$ cat config.mk
export PLATFORM = sky130hd
export DESIGN_NAME = sng_frame4
export DESIGN_NICKNAME = d
export VERILOG_FILES = /design/src/rtl/sng_frame4.sv
export SDC_FILE = /design/constraint.sdc
export NUM_CORES = 1
export LEC_CHECK = 0
export CAP_MARGIN = 20
export CORE_MARGIN = 2
export CORE_UTILIZATION = 55
export CTS_BUF_LIST = sky130_fd_sc_hd__clkbuf_2
export DETAILED_ROUTE_END_ITERATION = 8
export PLACE_DENSITY = 0.83
export SYNTH_ARGS = -nofsm -noshare
export SYNTH_HDL_FRONTEND = slang
export SYNTH_SLANG_ARGS = --single-unit
$ cat constraint.sdc
create_clock -name TRIG -period 9.1 [get_ports TRIG]
set_clock_uncertainty 0.2 [all_clocks]
set_input_delay 2.73 -clock TRIG [delete_from_list [all_inputs] [get_ports TRIG]]
set_output_delay 2.73 -clock TRIG [all_outputs]
set_load 0.05 [all_outputs]
$ cat src/rtl/sng_frame4.sv
// sng_frame4: four-channel stochastic number generator with per-frame ones counters.
// Compares LFSR words against latched probabilities and publishes frame counts with a DONE pulse.
`default_nettype none

module sng_frame4 #(
  parameter int FRAME_LEN = 256,
  parameter int CW        = 9
) (
  input  logic          TRIG,
  input  logic          RESET,
  input  logic          START,
  input  logic [3:0]    P0,
  input  logic [3:0]    P1,
  input  logic [3:0]    P2,
  input  logic [3:0]    P3,
  input  logic [3:0]    RND0,
  input  logic [3:0]    RND1,
  input  logic [3:0]    RND2,
  input  logic [3:0]    RND3,
  output logic          BIT0,
  output logic          BIT1,
  output logic          BIT2,
  output logic          BIT3,
  output logic          BUSY,
  output logic          DONE,
  output logic [CW-1:0] CNT0,
  output logic [CW-1:0] CNT1,
  output logic [CW-1:0] CNT2,
  output logic [CW-1:0] CNT3
);

  localparam int FW = (FRAME_LEN > 1) ? $clog2(FRAME_LEN) : 1;
  localparam logic [FW-1:0] LAST = FW'(FRAME_LEN - 1);

  localparam logic [1:0] S_IDLE = 2'd0;
  localparam logic [1:0] S_RUN  = 2'd1;
  localparam logic [1:0] S_FIN  = 2'd2;

  logic [1:0]    state;
  logic [FW-1:0] fcnt;
  logic [3:0]    pl   [4];
  logic [CW-1:0] acc  [4];
  logic [CW-1:0] cnt  [4];
  logic [3:0]    bits;
  logic [3:0]    rnd  [4];
  logic [3:0]    prob [4];
  logic [3:0]    cmp;

  always_comb begin
    rnd[0]  = RND0;
    rnd[1]  = RND1;
    rnd[2]  = RND2;
    rnd[3]  = RND3;
    prob[0] = P0;
    prob[1] = P1;
    prob[2] = P2;
    prob[3] = P3;
    cmp     = '0;
    for (int i = 0; i < 4; i++) begin
      cmp[i] = (rnd[i] < pl[i]);
    end
  end

  always_ff @(posedge TRIG) begin
    if (RESET) begin
      state <= S_IDLE;
      fcnt  <= '0;
      bits  <= '0;
      for (int i = 0; i < 4; i++) begin
        pl[i]  <= '0;
        acc[i] <= '0;
        cnt[i] <= '0;
      end
    end else begin
      case (state)
        S_RUN: begin
          bits <= cmp;
          fcnt <= fcnt + 1'b1;
          for (int i = 0; i < 4; i++) begin
            acc[i] <= acc[i] + CW'(cmp[i]);
          end
          // The last sample is folded straight into the published count.
          if (fcnt == LAST) begin
            state <= S_FIN;
            for (int i = 0; i < 4; i++) begin
              cnt[i] <= acc[i] + CW'(cmp[i]);
            end
          end
        end
        S_IDLE, S_FIN: begin
          bits <= '0;
          if (START) begin
            state <= S_RUN;
            fcnt  <= '0;
            for (int i = 0; i < 4; i++) begin
              pl[i]  <= prob[i];
              acc[i] <= '0;
            end
          end else begin
            state <= S_IDLE;
          end
        end
        default: begin
          state <= S_IDLE;
          bits  <= '0;
        end
      endcase
    end
  end

  assign BIT0 = bits[0];
  assign BIT1 = bits[1];
  assign BIT2 = bits[2];
  assign BIT3 = bits[3];
  assign BUSY = (state == S_RUN);
  assign DONE = (state == S_FIN);
  assign CNT0 = cnt[0];
  assign CNT1 = cnt[1];
  assign CNT2 = cnt[2];
  assign CNT3 = cnt[3];

endmodule

`default_nettype wire

# --- Yosys cells after proc, flatten, opt, wreduce, memory -nomap -nowiden ---
# Memory sizes are Yosys's and may differ from the RTL's.
# Cells that the tools add are included.
word_totals:
  register_bits: 14
  ram_bits: 88
  in_bits: 35
  out_inout_bits: 42
  memories: 3
memory_table:
  columns: ["memory", "depth", "word_bits", "rd", "rd_clocked_by_memory_dff", "wr", "line", "rtl"]
  rows:
  - ["acc", 4, 9, 4, 0, 4, "42", "logic [CW-1:0] acc [4];"]
  - ["cnt", 4, 9, 4, 0, 4, "43", "logic [CW-1:0] cnt [4];"]
  - ["pl", 4, 4, 4, 0, 4, "41", "logic [3:0] pl [4];"]
op_classes:
  n_addsub: 5
  order_cmp: 4
  eq_ne: 5
  muxes: 34
  bitwise_logic: 17
  reduce_logical: 5
op_table:
  columns: ["op", "n"]
  rows:
  - ["$mux 9", 12]
  - ["$add 9x1->9", 4]
  - ["$lt 4x4->1", 4]
  - ["$mux 4", 4]
  - ["$or 1x1->1", 16]
  - ["$pmux 8 s2", 1]
  - ["$mux 1", 14]
  - ["$add 8x1->8 const B", 1]
  - ["$eq 8x8->1 const B", 1]
  - ["$mux 8", 1]
  - ["$pmux 2 s2", 1]
  - ["$reduce_or 2->1", 2]
  - ["$eq 2x1->1 const B", 1]
  - ["$eq 2x2->1 const B", 1]
  - ["$logic_not 2->1", 1]
  - ["$mux 2", 1]
  - ["$ne 2x1->1 const B", 1]
  - ["$ne 2x2->1 const B", 1]
  - ["$reduce_and 2->1", 1]
  - ["$reduce_bool 2->1", 1]
  - ["$not 1->1", 1]

# --- Depth between registers and ports, before layout ---
# Gate-level depths: netlist (run 1).
logic_depth:
  depth_word: 6
  mapped_depth: 11
  depth_no_buf: 11

# --- Worst setup path after synthesis (run 1) ---
# Ideal clock, no wire load.
synth_timing:
  path_type: "input-to-reg"
  from: "in RND0[1]"
  to: "mem cnt[0][8] (data pin)"
  arrival_time_ps: 4467
  path_slack_ps: 4176
  path_stages: 10
  path_cell_list: "ha_1 > a21o_1 > a21o_1 > a21oi_1 > ha_1 > ha_1 > nand3_1 > nor3_1 > xnor2_1 > nor2_1"
synth_rtl:
  columns: ["element", "line", "rtl"]
  rows:
  - ["start: declaration", "16", "input logic [3:0] RND0,"]
  - ["end: declaration", "43", null]

# --- Final worst setup path (run 1) ---
layout_timing:
  from: "reg state[0]"
  to: "out BUSY"
layout_via:
  elab_chain_len: 1
layout_lines:
  columns: ["element", "line", "rtl"]
  rows:
  - ["start: declaration", "39", "logic [1:0] state;"]
  - ["start signal: assignment", "66", "state <= S_IDLE;"]
  - ["start signal: assignment", "84", "state <= S_FIN;"]
  - ["start signal: assignment", "93", "state <= S_RUN;"]
  - ["$eq 2x1->1", "115", "assign BUSY = (state == S_RUN);"]
  - ["end: declaration", "24", "output logic BUSY,"]
# Every way passes these cells.

==> run metrics, run 1 <==
Hold Crit Class=reg -> reg; critical path class=reg -> out; fmax=178.9 MHz; Critical Path RT=6.17 ns; drt wl/cell=14.09 um; row cnt=33; worst reg2reg path startpoint=pl[0][1]; vias in the first global route=2,957; overall routing resource usage=0.1924; Seq cells post-synth=102; Routed Wire Length=8.382 mm; core area=0.008217 mm2; Vias/cell=5.232; cell chain of the critical path=nand2b_4 > inv_1 > clkdlybuf4s50_1; setup TNS=0 ns; register area share after synthesis=0.5888; RSZ-0062 raised after global routing=false; DR iter-0 viols=150; first-pass GRT wire length=13.58 mm; combinational power share=0.143; DIE AREA=0.009222 mm2; CTS Buffer Depth=2; initial antenna violation count=0; number of top-level pins=77; final instance area=0.005619 mm2; internal power=0.6340 mW; Ant. Diodes=0; grt ovf=0; P&R area growth vs syn=20.63%; hpwl dp=5.993 mm; GPL Wtd Cong=0.8139; Mapped Area=0.004658 mm2; Worst Setup Start Kind=register; Critical Path Source=state[0]; initial core utilization=0.5669; Buf/Inv on CP=2; max cap viols=0; Final Hold Fails=0; Port Buf Inserts=76; post-layout min period=5.591 ns; leakage=2.048 nW; post-cts gate resize count=0; CP arrival=2.66 ns; sequential share of power=0.614; Distinct cells, synth=36; drt drc=0; period utilization=0.6144; cts hold-fix bufs=0; Ys Warns=0; clock root cell=clkbuf_2; placed cell areas=0.005474 mm2; Reg2Reg Setup Slack=6.25 ns; Syn Inst Count=411; clock power share=0.243; switching power share of the total=0.2707; average cell area after synthesis=11.33 um2; Max Transition Viols Final=0; htree depth=3; NetSw=0.2353 mW; Vert. Die Dim=96.03 um; Worst Tran Pin Value=0.8147 ns; max incr delay on CP=0.90 ns; Final Net Count=541; CP endpoint kind=output pin; CTS clock-pin slew for the worst setup and hold paths=0.26 ns; clk sinks=102; largest net degree at the start of global routing=37; Final ANT Viol Nets=0; Critical-path top delay cell=clkdlybuf4s50_1; power per cell area=154.7 mW/mm2; syn_nets=467; fraction of final layout cells sized beyond drive strength 1=0.05714; maximum vdd drop=0.06695 mV; CTS Buf Count=9; via count=3,113; TritonCTS clock tree=built; die width=96.03 um; worst min-delay path startpoint=acc[0][0]; post-CTS setup buffers=0; First-pass DRT Iterations=5; maximum fanout along the worst path=21; slew margin rel.=0.4549; outcome=finished, final reports clean; Crit path max-delay family=buffers and inverters; Final setup viols=0; Worst-Skew Late Latency=0.53 ns
## routing by layer
metal / part of all wire / track usage / vias to the layer above
met1: 0.43 / 0.2441 / 1459
li1: - / - / 1566
met5: 0 / 0 / -
met3: 0.038 / 0.02976 / 12
met2: 0.51 / 0.3293 / 76
met4: 0.013 / 0.07738 / 0
## state kept, by name (all words and copies together) (netlist names)
signal	cells
pl	16
state	2
acc	36
bits	4
cnt	36
fcnt	8
## path summary, 6_finish.rpt
kind / endpoint / depth (start not counted)
max: BUSY / 3
min reg2reg: acc[0][0] / 2
min: acc[0][0] / 2
max reg2reg: cnt[0][8] / 11
## per-stage QoR
stage                     setup slack (ns)    util  hold WS (ns)  power, mW  cells
final                                3.509  0.6839        0.2811     0.8693    595
after floorplan                      4.176       -        0.2376     0.6219    411
after CTS                            3.504  0.6805        0.2824     0.8747    594
after global placement               3.542  0.6662        0.2456     0.6626    578
after detailed placement             3.435  0.6662        0.2555     0.6679    578
after global routing                 3.303  0.6839        0.3075     0.9058    595
## Yosys cell counts, drive strengths merged
| master | instances | area, um2 |
|---|---|---|
| xor2 | 20 | 175.2 |
| dfxtp | 32 | 640.6 |
| and3 | 11 | 68.82 |
| nand3 | 13 | 65.06 |
| nor3b | 3 | 22.52 |
| nand2b | 8 | 57.55 |
| a211oi | 4 | 30.03 |
| a31o | 1 | 8.760 |
| and4b | 1 | 10.01 |
| nor2b | 1 | 6.260 |
| buf | 12 | 75.07 |
| edfxtp | 70 | 2102 |
| or3 | 4 | 25.02 |
| and4 | 3 | 26.28 |
| o31ai | 1 | 7.510 |
| mux2 | 2 | 22.52 |
| nor3 | 7 | 35.03 |
| nand4 | 9 | 56.30 |
| nor4 | 2 | 25.02 |
| nand2 | 24 | 90.09 |
| inv | 17 | 63.81 |
| o21ai | 4 | 20.02 |
| and2 | 22 | 137.6 |
| a21o | 9 | 67.56 |
| a21oi | 15 | 75.07 |
| clkbuf | 4 | 16.26 |
| xnor2 | 22 | 192.7 |
| and2b | 1 | 7.510 |
| nor2 | 67 | 259.0 |
| ha | 21 | 262.8 |
| o22ai | 1 | 6.260 |
## layout make-up
class                      count  area [um2]
inverter                      17       63.81
sequential                   102        2743
fill                         622        2597
clock inverter                 7       72.57
tap                          105       131.4
multi-input combinational    276        1760
timing repair buffer          79       803.3
clock buffer                   9       45.04
## power groups by stage
stage | logic, mW | registers, mW | clock network, mW
5_1_grt | 0.136 | 0.537 | 0.233
3_3_place_gp | 0.121 | 0.542 | 0
2_1_floorplan | 0.0548 | 0.567 | 0
3_5_place_dp | 0.125 | 0.543 | 0
6_report | 0.124 | 0.534 | 0.211
4_1_cts | 0.125 | 0.533 | 0.216
## cells by family (layout without fill, tap and decap cells)
group | after synthesis | count (layout) | synth area share
simple gates | 176 | 176 | 0.1915
flops | 102 | 102 | 0.5888
xor+xnor | 42 | 42 | 0.07897
compound gates | 35 | 35 | 0.04620
buf+inv | 33 | 112 | 0.03330
fa+ha+maj | 21 | 21 | 0.05641
mux | 2 | 2 | 0.004834
## placed cells by master (no fill, tap or decap), drive strengths merged, types with 4 or more instances in the layout
master         count
clkdlybuf4s50     76
edfxtp            70
nor2              67
dfxtp             32
nand2             24
and2              22
xnor2             22
ha                21
xor2              20
inv               19
a21oi             15
nand3             13
and3              11
a21o               9
nand4              9
clkbuf             9
nand2b             8
nor3               7
a211oi             4
o21ai              4
or3                4
## worst register-to-register path: cells and delay by family, from the launching register on
| family | cells | cell delay (ns) |
|---|---|---|
| and+or+nand+nor | 3 | 0.60 |
| xor gates and xnor gates | 1 | 0.14 |
| AOI/OAI and AO/OA | 3 | 0.53 |
| DFF | 1 | 0.44 |
| buffers and inverters | 1 | 0.07 |
| adders and majority gates | 3 | 0.68 |
Power figures use the tool's default switching activity.
==> run 2, diff against run 1 <==
- clock period: 9.1 -> 5.61 ns (I/O delays scaled with it)
==> run metrics, run 2 (same netlist as run 1, synthesis figures left out) <==
Hold Crit Class=reg -> reg (unchanged); CTS clock-pin slew for the worst setup and hold paths=0.22 ns (was 0.26 ns); Worst R2R End=cnt[3][2] (was cnt[0][8]); Reg2Reg Setup Slack=2.72 ns (was 6.25 ns); initial core utilization=0.5669 (unchanged); maximum vdd drop=0.1363 mV (was 0.06695 mV); power per cell area=273.1 mW/mm2 (was 154.7 mW/mm2); Routed Wire Length=8.422 mm (was 8.382 mm); fmax=220.2 MHz; drt drc=0 (unchanged); maximum fanout along the worst path=21 (unchanged); number of top-level pins=77 (unchanged); final instance area=0.005669 mm2 (was 0.005619 mm2); row cnt=33 (unchanged); clk sinks=102 (unchanged); leading cell type in the layout, fill and taps excluded=clkdlybuf4s50_1 (unchanged); Critical Path Source=state[0] (unchanged); largest net degree at the start of global routing=30 (was 37); fraction of final layout cells sized beyond drive strength 1=0.05714 (unchanged); switching power share of the total=0.2493 (was 0.2707); post-cts gate resize count=0 (unchanged); Ant. Diodes=0 (unchanged); Final ANT Viol Nets=0 (unchanged); core area=0.008217 mm2 (unchanged); worst reg2reg path startpoint=fcnt[0] (was pl[0][1]); clock power share=0.312 (was 0.243); Final setup viols=0 (unchanged); leakage=2.078 nW (was 2.048 nW); combinational power share=0.129 (was 0.143); slew margin rel.=0.3453 (was 0.4549); via count=3,156 (was 3,113); period utilization=0.8095; grt ovf=0 (unchanged); Worst Reg-to-Reg Cells=5 (was 11); Multi-input gate area=0.001760 mm2 (unchanged); hpwl dp=6.170 mm (was 5.993 mm); CTS Buffer Depth=2 (unchanged); Vias/cell=5.304 (was 5.232); sequential share of power=0.559 (was 0.614); Worst Setup Start Kind=register (unchanged); initial antenna violation count=0 (unchanged); post-CTS setup buffers=0 (unchanged); outcome=finished, final reports clean (unchanged); P&R area growth vs syn=21.70% (was 20.63%); overall routing resource usage=0.1967 (was 0.1924); drt wl/cell=14.15 um (was 14.09 um); vias in the first global route=3,021 (was 2,957); Final Hold Fails=0 (unchanged); GPL Wtd Cong=0.8140 (was 0.8139); most frequent cells in the layout=clkdlybuf4s50_1, edfxtp_1, nor2_1 (unchanged); Worst-Skew Late Latency=0.54 ns (was 0.53 ns); Critical Path Sink=BUSY (unchanged); dpl ws=1.021 ns (was 3.435 ns); Final Worst Setup Slack=1.069 ns (was 3.509 ns); DR iter-0 viols=219 (was 150); Final Net Count=541 (unchanged); die width=96.03 um (unchanged); first-pass GRT wire length=13.91 mm (was 13.58 mm); cts hold-fix bufs=0 (unchanged); CTS Buf Count=9 (unchanged); RSZ-0062 raised after global routing=false (unchanged); largest registers=acc (36), cnt (36), pl (16) (unchanged); CP arrival=2.66 ns (about the same); fillers=614 (was 622); clock root cell=clkbuf_2 (unchanged); worst hold slack=0.2891 ns (was 0.2811 ns); NetSw=0.3860 mW (was 0.2353 mW); max cap viols=0 (unchanged); Vert. Die Dim=96.03 um (unchanged); placed cell areas=0.005482 mm2 (was 0.005474 mm2); Reg area=0.002743 mm2 (unchanged); CP endpoint kind=output pin (unchanged); Max Transition Viols Final=0 (unchanged); htree depth=3 (unchanged); First-pass DRT Iterations=4 (was 5); DIE AREA=0.009222 mm2 (unchanged); Worst Tran Pin Value=0.9821 ns (was 0.8147 ns); critical path class=reg -> out (unchanged); post-layout min period=4.541 ns; Port Buf Inserts=76 (unchanged); internal power=1.162 mW (was 0.6340 mW); TritonCTS clock tree=built (unchanged); Critical Path RT=3.73 ns (was 6.17 ns); setup TNS=0 ns (unchanged)
run 2: changes by cell type in the layout (fill, tap and decap cells not counted):
cell / before / now
bufinv_16: 1 / 4
clkinvlp_4: 2 / 0
buf_16: 1 / 0
buf_4: 2 / 3
clkinv_2: 2 / 1
run 2: worst min path at each step:
stage | cells past startpoint | start | slack, ns | to
2_1_floorplan | 2 | acc[3][0] | 0.24 | acc[3][0]
3_3_place_gp | 2 | acc[0][0] | 0.25 | acc[0][0]
3_5_place_dp | 2 | acc[0][0] | 0.27 | acc[0][0]
4_1_cts | 2 | acc[0][0] | 0.29 | acc[0][0]
5_1_grt | 2 | acc[3][0] | 0.32 | acc[3][0]
6_report | 2 | acc[0][0] | 0.29 | acc[0][0]
run 2: layout make-up:
type | count | share of cell area
multi-input combinational | 276 | 0.3105
tap | 105 | 0.02317
clock buffer | 9 | 0.007945
sequential | 102 | 0.4838
inverter | 17 | 0.01126
clock inverter | 7 | 0.02516
timing repair buffer | 79 | 0.1382
run 2: power by group through the flow:
stage	Combinational, mW	Clock, mW	Sequential, mW
2_1_floorplan	0.0889	0	0.919
3_3_place_gp	0.195	0	0.879
3_5_place_dp	0.201	0	0.882
4_1_cts	0.202	0.487	0.866
5_1_grt	0.217	0.515	0.871
6_report	0.200	0.482	0.866
run 2: worst max-delay path, cell delays in order (launching register included):
cell and delay [ns]:
dfxtp_1 0.60, nand2b_4 0.23, inv_1 0.41, clkdlybuf4s50_1 0.90
run 2: routing by layer:
metal / global-route usage / part of all wire
met1: 0.2407 / 0.43
met5: 0 / 0
met2: 0.3472 / 0.52
met3: 0.03446 / 0.039
met4: 0.07143 / 0.019
run 2: stage by stage:
stage | instances | total power, mW | util
floorplan | 411 | 1.008 | -
global placement | 579 | 1.074 | 0.6671
detailed placement | 579 | 1.083 | 0.6671
CTS | 595 | 1.554 | 0.6900
global route | 595 | 1.603 | 0.6900
finish | 595 | 1.548 | 0.6900
==> run 3, diff against run 2 <==
- clock period: 5.61 -> 4.4 ns (I/O delays scaled with it)
==> run metrics, run 3 (same netlist as run 1, synthesis figures left out) <==
Ant. Diodes=0 (unchanged); First-pass DRT Iterations=4 (unchanged); Final Net Count=543 (was 541); fraction of final layout cells sized beyond drive strength 1=0.05691 (was 0.05714); Hold Crit Class=reg -> reg (unchanged); Vias/cell=5.248 (was 5.304); clk sinks=102 (unchanged); internal power=1.312 mW (was 1.162 mW); Critical-path top delay cell=clkdlybuf4s50_1 (unchanged); number of top-level pins=77 (unchanged); Reg area=0.002743 mm2 (unchanged); Final setup viols=0 (unchanged); Multi-input gate area=0.001760 mm2 (unchanged); via count=3,133 (was 3,156); NetSw=0.4829 mW (was 0.3860 mW); Final ANT Viol Nets=0 (unchanged); most frequent cells in the layout=clkdlybuf4s50_1, edfxtp_1, nor2_1 (unchanged); core area=0.008217 mm2 (unchanged); hpwl dp=6.215 mm (was 6.170 mm); slew margin rel.=0.4666 (was 0.3453); outcome=finished, final reports clean (unchanged); switching power share of the total=0.2690 (was 0.2493); cts hold-fix bufs=0 (unchanged); sequential share of power=0.615 (was 0.559); Max Transition Viols Final=0 (unchanged); vias in the first global route=3,055 (was 3,021); max incr delay on CP=0.81 ns (was 0.90 ns); total power=1.795 mW (was 1.548 mW); post-layout min period=3.862 ns; row cnt=33 (unchanged); leading cell type in the layout, fill and taps excluded=clkdlybuf4s50_1 (unchanged); Post-Layout Cell Count=597 (was 595); P&R area growth vs syn=20.68% (was 21.70%); Worst Tran Pin Value=0.8002 ns (was 0.9821 ns); htree depth=3 (unchanged); fillers=610 (was 614); critical path class=reg -> out (unchanged); Worst-Skew Late Latency=0.56 ns (was 0.54 ns); Reg2Reg Setup Slack=1.57 ns (was 2.72 ns); Critical Path Source=state[0] (unchanged); CTS Buf Count=9 (unchanged); drt drc=0 (unchanged); grt ovf=0 (unchanged); initial core utilization=0.5669 (unchanged); final instance area=0.005622 mm2 (was 0.005669 mm2); TritonCTS clock tree=built (unchanged); Critical Path Sink=BUSY (unchanged); dpl ws=0.1819 ns (was 1.021 ns); period utilization=0.8778; Vert. Die Dim=96.03 um (unchanged); largest registers=acc (36), cnt (36), pl (16) (unchanged); worst hold slack=0.2835 ns (was 0.2891 ns); CTS clock-pin slew for the worst setup and hold paths=0.24 ns (was 0.22 ns); Worst R2R End=cnt[3][8] (was cnt[3][2]); Placed Cells=581 (was 579); CP endpoint kind=output pin (unchanged); maximum vdd drop=0.1482 mV (was 0.1363 mV); largest net degree at the start of global routing=26 (was 30); CP Depth=3 (unchanged); Routed Wire Length=8.376 mm (was 8.422 mm); Critical Path RT=2.88 ns (was 3.73 ns); clock root cell=clkbuf_2 (unchanged); GPL Wtd Cong=0.8327 (was 0.8140); post-cts gate resize count=0 (unchanged); maximum fanout along the worst path=21 (unchanged); power per cell area=319.3 mW/mm2 (was 273.1 mW/mm2); placed cell areas=0.005509 mm2 (was 0.005482 mm2); CP arrival=2.34 ns (was 2.66 ns); clock power share=0.241 (was 0.312); Buf/Inv on CP=2 (unchanged); fmax=258.9 MHz; worst min-delay path startpoint=acc[0][0] (unchanged); Crit path max-delay family=buffers and inverters (unchanged); initial antenna violation count=0 (unchanged); die width=96.03 um (unchanged); combinational power share=0.144 (was 0.129); Worst Reg-to-Reg Cells=11 (was 5); final core occ=0.6842 (was 0.6900); Port Buf Inserts=76 (unchanged); post-CTS setup buffers=0 (unchanged); first-pass GRT wire length=13.81 mm (was 13.91 mm); RSZ-0062 raised after global routing=false (unchanged); max cap viols=0 (unchanged); worst reg2reg path startpoint=pl[3][1] (was fcnt[0]); Final Hold Fails=0 (unchanged); DR iter-0 viols=199 (was 219); cell chain of the critical path=nand2b_4 > inv_1 > clkdlybuf4s50_1 (unchanged); setup TNS=0 ns (unchanged); overall routing resource usage=0.1979 (was 0.1967); leakage=2.052 nW (was 2.078 nW); CTS Buffer Depth=2 (unchanged); drt wl/cell=14.03 um (was 14.15 um); Worst Setup Start Kind=register (unchanged); DIE AREA=0.009222 mm2 (unchanged); Final Worst Setup Slack=0.5377 ns (was 1.069 ns)
[run 3: cell types whose count changed in the layout (fill, tap and decap cells not counted)]
cell	change
buf_12	+1
clkbuf_2	+1
buf_4	+1
inv_6	-2
clkinv_1	+2
clkinv_2	-1
clkinv_4	+2
clkinvlp_4	+1
bufinv_16	-3
[run 3: layout make-up]
| cell class | instances | area share |
|---|---|---|
| Timing Repair Buffer | 81 | 0.1442 |
| Inverter | 17 | 0.01135 |
| Clock inverter | 6 | 0.01113 |
| Multi-Input combinational cell | 276 | 0.3132 |
| Tap cell | 105 | 0.02337 |
| Clock buffer | 10 | 0.008903 |
| Sequential cell | 102 | 0.4879 |
[run 3: worst register-to-register path: cells and delay by family, from the launching register on]
family	cells	cell delay, ns
AO/OA/AOI/OAI	3	0.50
buffers and inverters	1	0.08
flip-flops	1	0.43
AND/OR/NAND/NOR	3	0.57
adder cells (fa/ha/maj)	3	0.69
XOR/XNOR	1	0.15
[run 3: worst min path at each step]
stage,end,slack [ns],cells after the start
after global routing,acc[0][0],0.31,2
after global placement,acc[0][0],0.25,2
after floorplan,acc[3][0],0.24,2
after CTS,acc[0][0],0.28,2
final,acc[0][0],0.28,2
after detailed placement,acc[0][0],0.26,2
[run 3: power by group through the flow]
stage	Sequential (mW)	Combinational (mW)	Clock [mW]
floorplan	1.17	0.113	0
global placement	1.12	0.253	0
detailed placement	1.12	0.260	0
CTS	1.10	0.261	0.438
global route	1.11	0.282	0.472
finish	1.10	0.259	0.433
[run 3: routing by layer]
| layer | global-route usage | share of wire | wire, um |
|---|---|---|---|
| met5 | 0 | 0 | 0 |
| met4 | 0.09524 | 0.024 | 199 |
| met3 | 0.03367 | 0.042 | 354 |
| met2 | 0.3449 | 0.51 | 4293 |
| met1 | 0.2369 | 0.42 | 3529 |
